File: config.mk
export PLATFORM = sky130hd
export DESIGN_NAME = ddr2_apb_cfg_slave
export DESIGN_NICKNAME = d
export VERILOG_FILES = /design/src/rtl/ddr2_apb_cfg_slave.sv
export SDC_FILE = /design/constraint.sdc
export NUM_CORES = 1
export LEC_CHECK = 0
export ABC_CLOCK_PERIOD_IN_PS = 2170
export CAP_MARGIN = 15
export CORE_MARGIN = 4
export CORE_UTILIZATION = 40
export DETAILED_ROUTE_END_ITERATION = 8
export HOLD_SLACK_MARGIN = 0.12
export MAX_ROUTING_LAYER = met4
export PLACE_DENSITY = 0.69
export SETUP_SLACK_MARGIN = 0.1
export SLEW_MARGIN = 20
export SYNTH_ARGS = -nofsm -noshare
export SYNTH_HDL_FRONTEND = slang
export SYNTH_SLANG_ARGS = --single-unit
File: constraint.sdc
create_clock -name clk -period 2.17 [get_ports clk]
set_input_delay 0.217 -clock clk [delete_from_list [all_inputs] [get_ports clk]]
set_output_delay 0.217 -clock clk [all_outputs]
set_load 0.02 [all_outputs]
File: src/rtl/ddr2_apb_cfg_slave.sv
//------------------------------------------------------------------------------
// ddr2_apb_cfg_slave
//
// APB completer for the DDR2 memory controller configuration/status register
// file. It decodes word-aligned accesses, inserts WAIT_STATES access cycles
// before completing, and drives registered pready/prdata/pslverr. It also
// exports timing and control fields to the command scheduler and the init
// sequencer.
//
// Register map (paddr[7:0], paddr[1:0] ignored, paddr above bit 7 must be 0):
//   0x00 CTRL    RW  {30'b0, refresh_en, init_start}  init_start is write-1-pulse, reads 0
//   0x04 STATUS  RO  {30'b0, busy, init_done}
//   0x08 TIMING0 RW  {tRFC, tRAS, tRP, tRCD}
//   0x0C TIMING1 RW  {5'b0, tCL, tWR, tREFI}           bits [31:27] read as 0
//   0x10 ID      RO  VERSION
//   0x14 LOCK    RW  {31'b0, locked}                   only when DDR2_CFG_LOCK_EN is defined
//
// Optional feature macro: DDR2_CFG_LOCK_EN
//   Adds the LOCK register. Writing 32'hA5A5_0001 sets a sticky lock that
//   makes TIMING0/TIMING1 writes complete with pslverr=1 and no update.
//   Without the macro 0x14 is unmapped and no lock logic exists.
//
// Ports:
//   clk, rst            single clock, synchronous active-high reset
//   psel, penable,
//   paddr, pwrite,
//   pwdata              APB request
//   pready, prdata,
//   pslverr             registered APB response
//   sts_init_done,
//   sts_busy            status inputs from the MC core
//   cfg_init_start      one-cycle pulse after a CTRL write with bit0=1
//   cfg_refresh_en      auto-refresh enable
//   cfg_timing0/1       timing register contents
//------------------------------------------------------------------------------
module ddr2_apb_cfg_slave #(
    parameter int unsigned ADDR_WIDTH  = 12,
    parameter int unsigned WAIT_STATES = 0,
    parameter logic [31:0] TIMING0_RST = 32'h0F03_0303,
    parameter logic [31:0] TIMING1_RST = 32'h0304_0618,
    parameter logic [31:0] VERSION     = 32'h0002_0001
) (
    input  logic                  clk,
    input  logic                  rst,
    input  logic                  psel,
    input  logic                  penable,
    input  logic [ADDR_WIDTH-1:0] paddr,
    input  logic                  pwrite,
    input  logic [31:0]           pwdata,
    output logic                  pready,
    output logic [31:0]           prdata,
    output logic                  pslverr,
    input  logic                  sts_init_done,
    input  logic                  sts_busy,
    output logic                  cfg_init_start,
    output logic                  cfg_refresh_en,
    output logic [31:0]           cfg_timing0,
    output logic [31:0]           cfg_timing1
);

    typedef enum logic [1:0] {
        ST_IDLE   = 2'd0,
        ST_SETUP  = 2'd1,
        ST_ACCESS = 2'd2
    } state_e;

    // Word indices (paddr[7:2]) of the mapped registers.
    localparam logic [5:0]  IDX_CTRL        = 6'h00;
    localparam logic [5:0]  IDX_STATUS      = 6'h01;
    localparam logic [5:0]  IDX_TIMING0     = 6'h02;
    localparam logic [5:0]  IDX_TIMING1     = 6'h03;
    localparam logic [5:0]  IDX_ID          = 6'h04;
    localparam logic [31:0] TIMING1_WR_MASK = 32'h07FF_FFFF;

`ifdef DDR2_CFG_LOCK_EN
    localparam logic [5:0]  IDX_LOCK = 6'h05;
    localparam logic [31:0] LOCK_KEY = 32'hA5A5_0001;
    logic locked_q, locked_d;
`endif

    state_e                state_q, state_d;
    logic [3:0]            cnt_q, cnt_d;
    logic [ADDR_WIDTH-3:0] addr_q, addr_d;     // word address, byte lanes dropped
    logic                  write_q, write_d;
    logic [31:0]           wdata_q, wdata_d;
    logic                  pready_q, pready_d;
    logic [31:0]           prdata_q, prdata_d;
    logic                  pslverr_q, pslverr_d;
    logic                  init_start_q, init_start_d;
    logic                  refresh_en_q, refresh_en_d;
    logic [31:0]           timing0_q, timing0_d;
    logic [31:0]           timing1_q, timing1_d;

    logic                  complete;
    logic                  commit;
    logic [5:0]            word_idx;
    logic                  addr_hi_err;
    logic                  mapped;
    logic                  lock_err;
    logic                  acc_err;
    logic [31:0]           rd_val;

    // Byte-lane bits carry no meaning for word accesses.
    logic unused_paddr_lsb;
    assign unused_paddr_lsb = ^paddr[1:0];

    //--------------------------------------------------------------------------
    // Address decode of the latched request
    //--------------------------------------------------------------------------
    always_comb begin
        word_idx    = addr_q[5:0];
        addr_hi_err = ((addr_q >> 6) != '0);
        mapped      = 1'b1;
        rd_val      = '0;
        lock_err    = 1'b0;
        case (word_idx)
            IDX_CTRL:    rd_val = {30'b0, refresh_en_q, 1'b0};
            IDX_STATUS:  rd_val = {30'b0, sts_busy, sts_init_done};
            IDX_TIMING0: rd_val = timing0_q;
            IDX_TIMING1: rd_val = timing1_q;
            IDX_ID:      rd_val = VERSION;
`ifdef DDR2_CFG_LOCK_EN
            IDX_LOCK:    rd_val = {31'b0, locked_q};
`endif
            default:     mapped = 1'b0;
        endcase
`ifdef DDR2_CFG_LOCK_EN
        lock_err = locked_q && write_q &&
                   ((word_idx == IDX_TIMING0) || (word_idx == IDX_TIMING1));
`endif
        acc_err = addr_hi_err || !mapped || lock_err ||
                  (write_q && ((word_idx == IDX_STATUS) || (word_idx == IDX_ID)));
    end

    //--------------------------------------------------------------------------
    // FSM: state register
    //--------------------------------------------------------------------------
    always_ff @(posedge clk) begin
        if (rst) begin
            state_q <= ST_IDLE;
        end else begin
            state_q <= state_d;
        end
    end

    //--------------------------------------------------------------------------
    // FSM: next state. Dropping psel mid-transfer aborts back to IDLE; a
    // psel&penable without a preceding setup cycle is ignored in IDLE.
    //--------------------------------------------------------------------------
    always_comb begin
        state_d = state_q;
        case (state_q)
            ST_IDLE:   if (psel && !penable) state_d = ST_SETUP;
            ST_SETUP:  state_d = psel ? ST_ACCESS : ST_IDLE;
            ST_ACCESS: if (pready_q || !psel) state_d = ST_IDLE;
            default:   state_d = ST_IDLE;
        endcase
    end

    //--------------------------------------------------------------------------
    // FSM: outputs. The response is computed one cycle ahead so that pready,
    // prdata and pslverr leave flops; prdata therefore holds the register
    // value sampled on the edge that starts the pready cycle.
    //--------------------------------------------------------------------------
    always_comb begin
        cnt_d     = cnt_q;
        addr_d    = addr_q;
        write_d   = write_q;
        wdata_d   = wdata_q;
        complete  = 1'b0;
        pready_d  = 1'b0;
        prdata_d  = '0;
        pslverr_d = 1'b0;
        case (state_q)
            ST_IDLE: begin
                if (psel && !penable) begin
                    cnt_d   = 4'(WAIT_STATES);
                    addr_d  = paddr[ADDR_WIDTH-1:2];
                    write_d = pwrite;
                    wdata_d = pwdata;
                end
            end
            ST_SETUP: begin
                complete = psel && (cnt_q == 4'd0);
            end
            ST_ACCESS: begin
                if (!pready_q && psel) begin
                    if (cnt_q > 4'd1) begin
                        cnt_d = cnt_q - 4'd1;
                    end else begin
                        cnt_d    = 4'd0;
                        complete = 1'b1;
                    end
                end
            end
            default: ;
        endcase
        if (complete) begin
            pready_d  = 1'b1;
            pslverr_d = acc_err;
            prdata_d  = (write_q || acc_err) ? 32'h0 : rd_val;
        end
    end

    //--------------------------------------------------------------------------
    // Register file update: writes commit at the end of the pready cycle, so
    // cfg_* change one cycle after pready. Errored writes never commit.
    //--------------------------------------------------------------------------
    always_comb begin
        commit       = (state_q == ST_ACCESS) && pready_q && write_q && !pslverr_q;
        init_start_d = 1'b0;
        refresh_en_d = refresh_en_q;
        timing0_d    = timing0_q;
        timing1_d    = timing1_q;
`ifdef DDR2_CFG_LOCK_EN
        locked_d     = locked_q;
`endif
        if (commit) begin
            case (word_idx)
                IDX_CTRL: begin
                    init_start_d = wdata_q[0];
                    refresh_en_d = wdata_q[1];
                end
                IDX_TIMING0: timing0_d = wdata_q;
                IDX_TIMING1: timing1_d = wdata_q & TIMING1_WR_MASK;
`ifdef DDR2_CFG_LOCK_EN
                IDX_LOCK:    if (wdata_q == LOCK_KEY) locked_d = 1'b1;
`endif
                default: ;
            endcase
        end
    end

    //--------------------------------------------------------------------------
    // Request latch, counter, response and register-file flops
    //--------------------------------------------------------------------------
    always_ff @(posedge clk) begin
        if (rst) begin
            cnt_q        <= '0;
            addr_q       <= '0;
            write_q      <= 1'b0;
            wdata_q      <= '0;
            pready_q     <= 1'b0;
            prdata_q     <= '0;
            pslverr_q    <= 1'b0;
            init_start_q <= 1'b0;
            refresh_en_q <= 1'b0;
            timing0_q    <= TIMING0_RST;
            timing1_q    <= TIMING1_RST;
`ifdef DDR2_CFG_LOCK_EN
            locked_q     <= 1'b0;
`endif
        end else begin
            cnt_q        <= cnt_d;
            addr_q       <= addr_d;
            write_q      <= write_d;
            wdata_q      <= wdata_d;
            pready_q     <= pready_d;
            prdata_q     <= prdata_d;
            pslverr_q    <= pslverr_d;
            init_start_q <= init_start_d;
            refresh_en_q <= refresh_en_d;
            timing0_q    <= timing0_d;
            timing1_q    <= timing1_d;
`ifdef DDR2_CFG_LOCK_EN
            locked_q     <= locked_d;
`endif
        end
    end

    assign pready         = pready_q;
    assign prdata         = prdata_q;
    assign pslverr        = pslverr_q;
    assign cfg_init_start = init_start_q;
    assign cfg_refresh_en = refresh_en_q;
    assign cfg_timing0    = timing0_q;
    assign cfg_timing1    = timing1_q;

endmodule
After elaboration in Yosys (flattened, before gate mapping):

Cells that the tools add are included.

* flip-flop bits (word level): 144
* latch bits: 0
* memory bits (writable): 0
* bits in read-only memories: 0
* bits of input ports: 51
* output and inout port bits: 100
* word-level logic and storage cells: 72
* memories kept: 0

* add/sub/neg operators: 1
* $mul: 0
* divide/modulo/power cells: 0
* $lt $le $gt $ge: 1
* eq/ne operators: 9
* shift operators: 0
* multiplexer cells: 14
* bitwise logic cells: 3
* reductions and logical operators: 32

Operators with widths (number)
* case mux 32 bit (5 select lines): 1
* equality test 6 x 2 -> 1 bit (second input constant): 2
* 2-to-1 mux 4 bit: 3
* AND reduction 2 bit: 5
* nonzero test 10 bit: 1
* case mux 4 bit (2 select lines): 1
* logical AND 1 bit: 7
* equality test 6 x 1 -> 1 bit (second input constant): 1
* equality test 6 x 3 -> 1 bit (second input constant): 1
* logical NOT 6 bit: 1
* 2-to-1 mux 2 bit: 3
* != test 2 bit (second input constant): 3
* case mux 2 bit (3 select lines): 1
* OR reduction 3 bit: 2
* logical NOT 1 bit: 5
* logical OR 1 bit: 5
* OR reduction 5 bit: 1
* greater-than comparator 4 x 1 -> 1 bit (second input constant): 1
* logical NOT 4 bit: 1
* 2-to-1 mux 1 bit: 4
* subtractor 4 x 1 -> 4 bit (second input constant): 1
* NOT 1 bit: 3
* AND reduction 3 bit: 1
* equality test 2 x 1 -> 1 bit (second input constant): 1
* 5 further kinds: 5

Depth between registers and ports, before layout:

* word-level depth: 8
* mapped depth: 8
* depth with buffers taken out: 6

Worst setup path after synthesis:

No wires, ideal clock.

* path kind: register to register
* from: register addr_q[2]
* to: register timing0_q[27] (netlist: cfg_timing0[27])
* setup time: 0.137 ns
* arrival time: 1.761 ns
* data required time: 2.033 ns
* path slack: 0.272 ns
* stages on the path, launching flop included: 8
* path buffers: 3
* period minus slack after synthesis: 1.898 ns
* cell sequence: dfxtp_1 or4_1 buf_2 or3_4 buf_6 buf_6 nand2_1 nand3_1

* word-level cells in the longest chain between the ends: 2

Ends and longest elaborated chain
* start, declared: RTL line 83 `logic [ADDR_WIDTH-3:0] addr_q, addr_d;`
* start signal, assigned: RTL line 255 `addr_q <= addr_d;`
* equality test 6 x 2 -> 1 bit: RTL line 219 `case (word_idx)`
* AND reduction 2 bit (no line)
* end signal, assigned: RTL line 263 `timing0_q <= timing0_d;`
* end, declared: RTL line 91 `logic [31:0] timing0_q, timing0_d;`

No other way between the ends.
A chain may end at the register's enable or synchronous reset.

Final worst setup path:

* from: register state_q[0]
* to: register prdata_q[1] (netlist: prdata[1])

* word-level cells in the longest chain between the ends: 4
* elaborated cells on any way between the ends: 5
* those cells by class: eq/ne (2); mux (1); bitwise (1); reduce/logical (1)

Ends and longest elaborated chain
* start, declared: RTL line 81 `state_e state_q, state_d;`
* start signal, assigned: RTL line 142 `state_q <= state_d;`
* equality test 2 bit / equality test 2 x 1 -> 1 bit (equally long branches): RTL line 174 `case (state_q)`
* case mux 1 bit (2 select lines) (*): RTL line 174
* NOT 1 bit (no line) (*)
* OR reduction 3 bit (no line) (*)
* end signal, assigned: RTL line 259 `prdata_q <= prdata_d;`
* end, declared: RTL line 87 `logic [31:0] prdata_q, prdata_d;`

Every way passes the cells marked *; elsewhere a longest branch is shown, timed or not.

==> impl_results.md <==
- Outcome: complete, no violations
- Setup Skew: 10.15 ps
- Setup violations, final: 0
- IO buf count: 143
- Finished Layout Cells: 956
- CTS clk-pin slew, worst paths: 60 ps
- DRT iter0 DRCs: 393
- Initial Util: 41.34%
- Placer congestion estimate: 0.8508
- Post-synth EDFFs: 0
- Synth async-reset ratio: 0%
- Clock buffer depth: 2
- First-pass iteration count of the detailed router: 6
- Post-synth top cells: 205 x nand2_1, 144 x dfxtp_1, 94 x a21oi_1
- Drc violations: 0
- Register area share after synthesis: 54.82%
- Setup CP Type: reg2reg
- Core Region: 12720 sq um
- Cell Area, Synth: 5259 sq um
- Worst Setup Start Kind: flop
- Hpwl dp: 9.814 mm
- CP Max Fanout: 16
- Routed len/inst: 15.51 um
- Setup crit end kind: flop
- Total power draw: 5.904 mW
- Area Overhead vs Synth: 43.11%
- Diode count: 0
- Endpoints failing hold: 0
- Setup TNS: 0 ps
- Layout cells sized above 1: 7.781%
- Period utilisation layout: 89.15%
- CTS H-tree depth: 4
- Synth warn: 0
- Slew headroom: 65.76%
- Final Critical Period: 1935 ps
- Vias in the first global route: 4605
- Placed Cells: 923
- Largest net degree at the start of global routing: 79
- Max_cap viols: 0
- Reg2reg path depth: 8
- Class of the worst hold path: in2reg
- Slew Limit Fails: 0
- Post-Syn Area per Cell: 8.243 sq um
- Clk sinks: 144
- Num rows: 41
- Hold depth: 2
- Pwr dens: 784.4 nW/um^2
- Flip-flop and latch count after synthesis: 144
- Antenna violations before repair: 0
- Hold Buf Count CTS: 0
- Gr ovfl total: 0
- Hold path startpoint: rst
- R2R Setup Slk: 240 ps
- R2R Path Start: state_q[0]
- Worst-Skew Late Latency: 410 ps
- Worst EP required: 2500 ps
- VDD IR-drop max: 0.0005185 V
- Reg2reg end: prdata[1]
- Slew at the pin closest to its max-slew limit: 508.9 ps
- Die W: 122.7 um
- Die area: 15050 sq um
- Root Driver: clkbuf_16
- Via/cell ratio: 5.009
- Final core utilization: 59.16%
- First-pass GRT wire length: 23.06 mm
- CP arrival: 2270 ps
- FMAX: 0.5169 GHz
- Synth area leaders: dfxtp_1 55%, nand2_1 15%, a21oi_1 8.9%
- Synth top area share: 54.82%
- Syn Inst Count: 638
- Overall fraction of global-route tracks in use: 19.97%
- RSZ-0062 raised after global routing: false
- CTS Buf Count: 17
- Leakage: 2.650 nW
- Top FF cell, synth: dfxtp_1
- Die Height: 122.7 um
- Filler cells: 1137
- CTS tree: built
- Most numerous cell in the Yosys netlist: nand2_1
- Fin nets: 828
- Boundary Pins: 151
- Worst Hold End: state_q[0]
- Total wire length: 14.83 mm
- Post-DRT Antenna Nets: 0
- Via count: 4789
- Yosys cell types: 40
- Synth area leader: dfxtp_1
metrics by stage:
stage	setup slack (ps)	hold slack [ps]	instance area [sq um]
global placement	295.1	440.4	6914
global route	112.8	184.5	7526
detailed placement	219.4	444.9	6914
finish	235.5	179.5	7526
CTS	178.3	172.6	7497
floorplan	272.1	353.0	5274
worst max path at each step:
stage	startpoint	to	slack (ps)	cells after the start
final	state_q[0]	prdata[1]	240	8
after CTS	state_q[0]	cfg_timing0[8]	180	6
after global placement	state_q[0]	cfg_timing0[16]	300	6
after floorplan	addr_q[2]	cfg_timing0[27]	270	7
after detailed placement	state_q[0]	cfg_timing0[1]	220	6
after global routing	state_q[0]	prdata[1]	110	8
placed cells by master (no fill, tap or decap), types with 4 or more instances in the layout:
master           count
nand2_1            204
dfxtp_1            144
clkdlybuf4s50_1    142
a21oi_1             94
nor2_1              39
a22oi_1             26
clkbuf_16           17
nand3_1             14
nor3_1              10
buf_4                9
buf_12               8
inv_1                7
ha_1                 5
conb_1               5
nor4_1               4
nor2b_1              4
o21ai_0              4
critical path: stages, from the launching register on:
cell	delay (ps)
dfxtp_1	330
inv_1	90
ha_1	310
nand3b_1	180
nor4_1	220
buf_4	180
o2111ai_4	160
buf_4	260
nor2_1	130
final cells by class:
class	instances	area (sq um)	area share, %
Sequential cell	144	2883	38.30
Multi-Input combinational cell	443	2170	28.83
Timing Repair Buffer	159	1649	21.91
Clock buffer	22	474.2	6.301
Tap cell	172	215.2	2.860
Clock inverter	9	108.9	1.446
Inverter	7	26.28	0.3491
where the power goes:
group	internal (mW)	switching, mW
registers	2.69	0.0315
logic	0.162	0.181
clock network	1.78	1.07
routing by layer:
metal	routed length, um	vias to the layer above	global-route usage, %
li1	-	2376	-
met1	6317	2215	24.38
met2	7242	185	32.73
met3	1128	13	5.300
met4	138	0	5.458
met5	0	-	-
cells by family after synthesis:
family / after synthesis / synth area share (%)
and+or+nand+nor: 296 / 23.48
DFF: 144 / 54.82
buffers and inverters: 56 / 5.211
adders and majority gates: 5 / 1.190
muxes: 3 / 0.8327
AOI/OAI and AO/OA: 133 / 14.39
other: 1 / 0.07131
state kept, by name, indices dropped and copies added (netlist names):
signal	count
state_q	2
pready	1
cfg_timing0	32
cfg_init_start	1
wdata_q	32
cfg_timing1	27
cnt_q	4
pslverr	1
addr_q	10
prdata	32
cfg_refresh_en	1
write_q	1
repair_timing:
action                     CTS  global route
gates resized for setup      0             3
buffers inserted             0             1
setup endpoints to repair    0            50
Power figures use the tool's default switching activity.
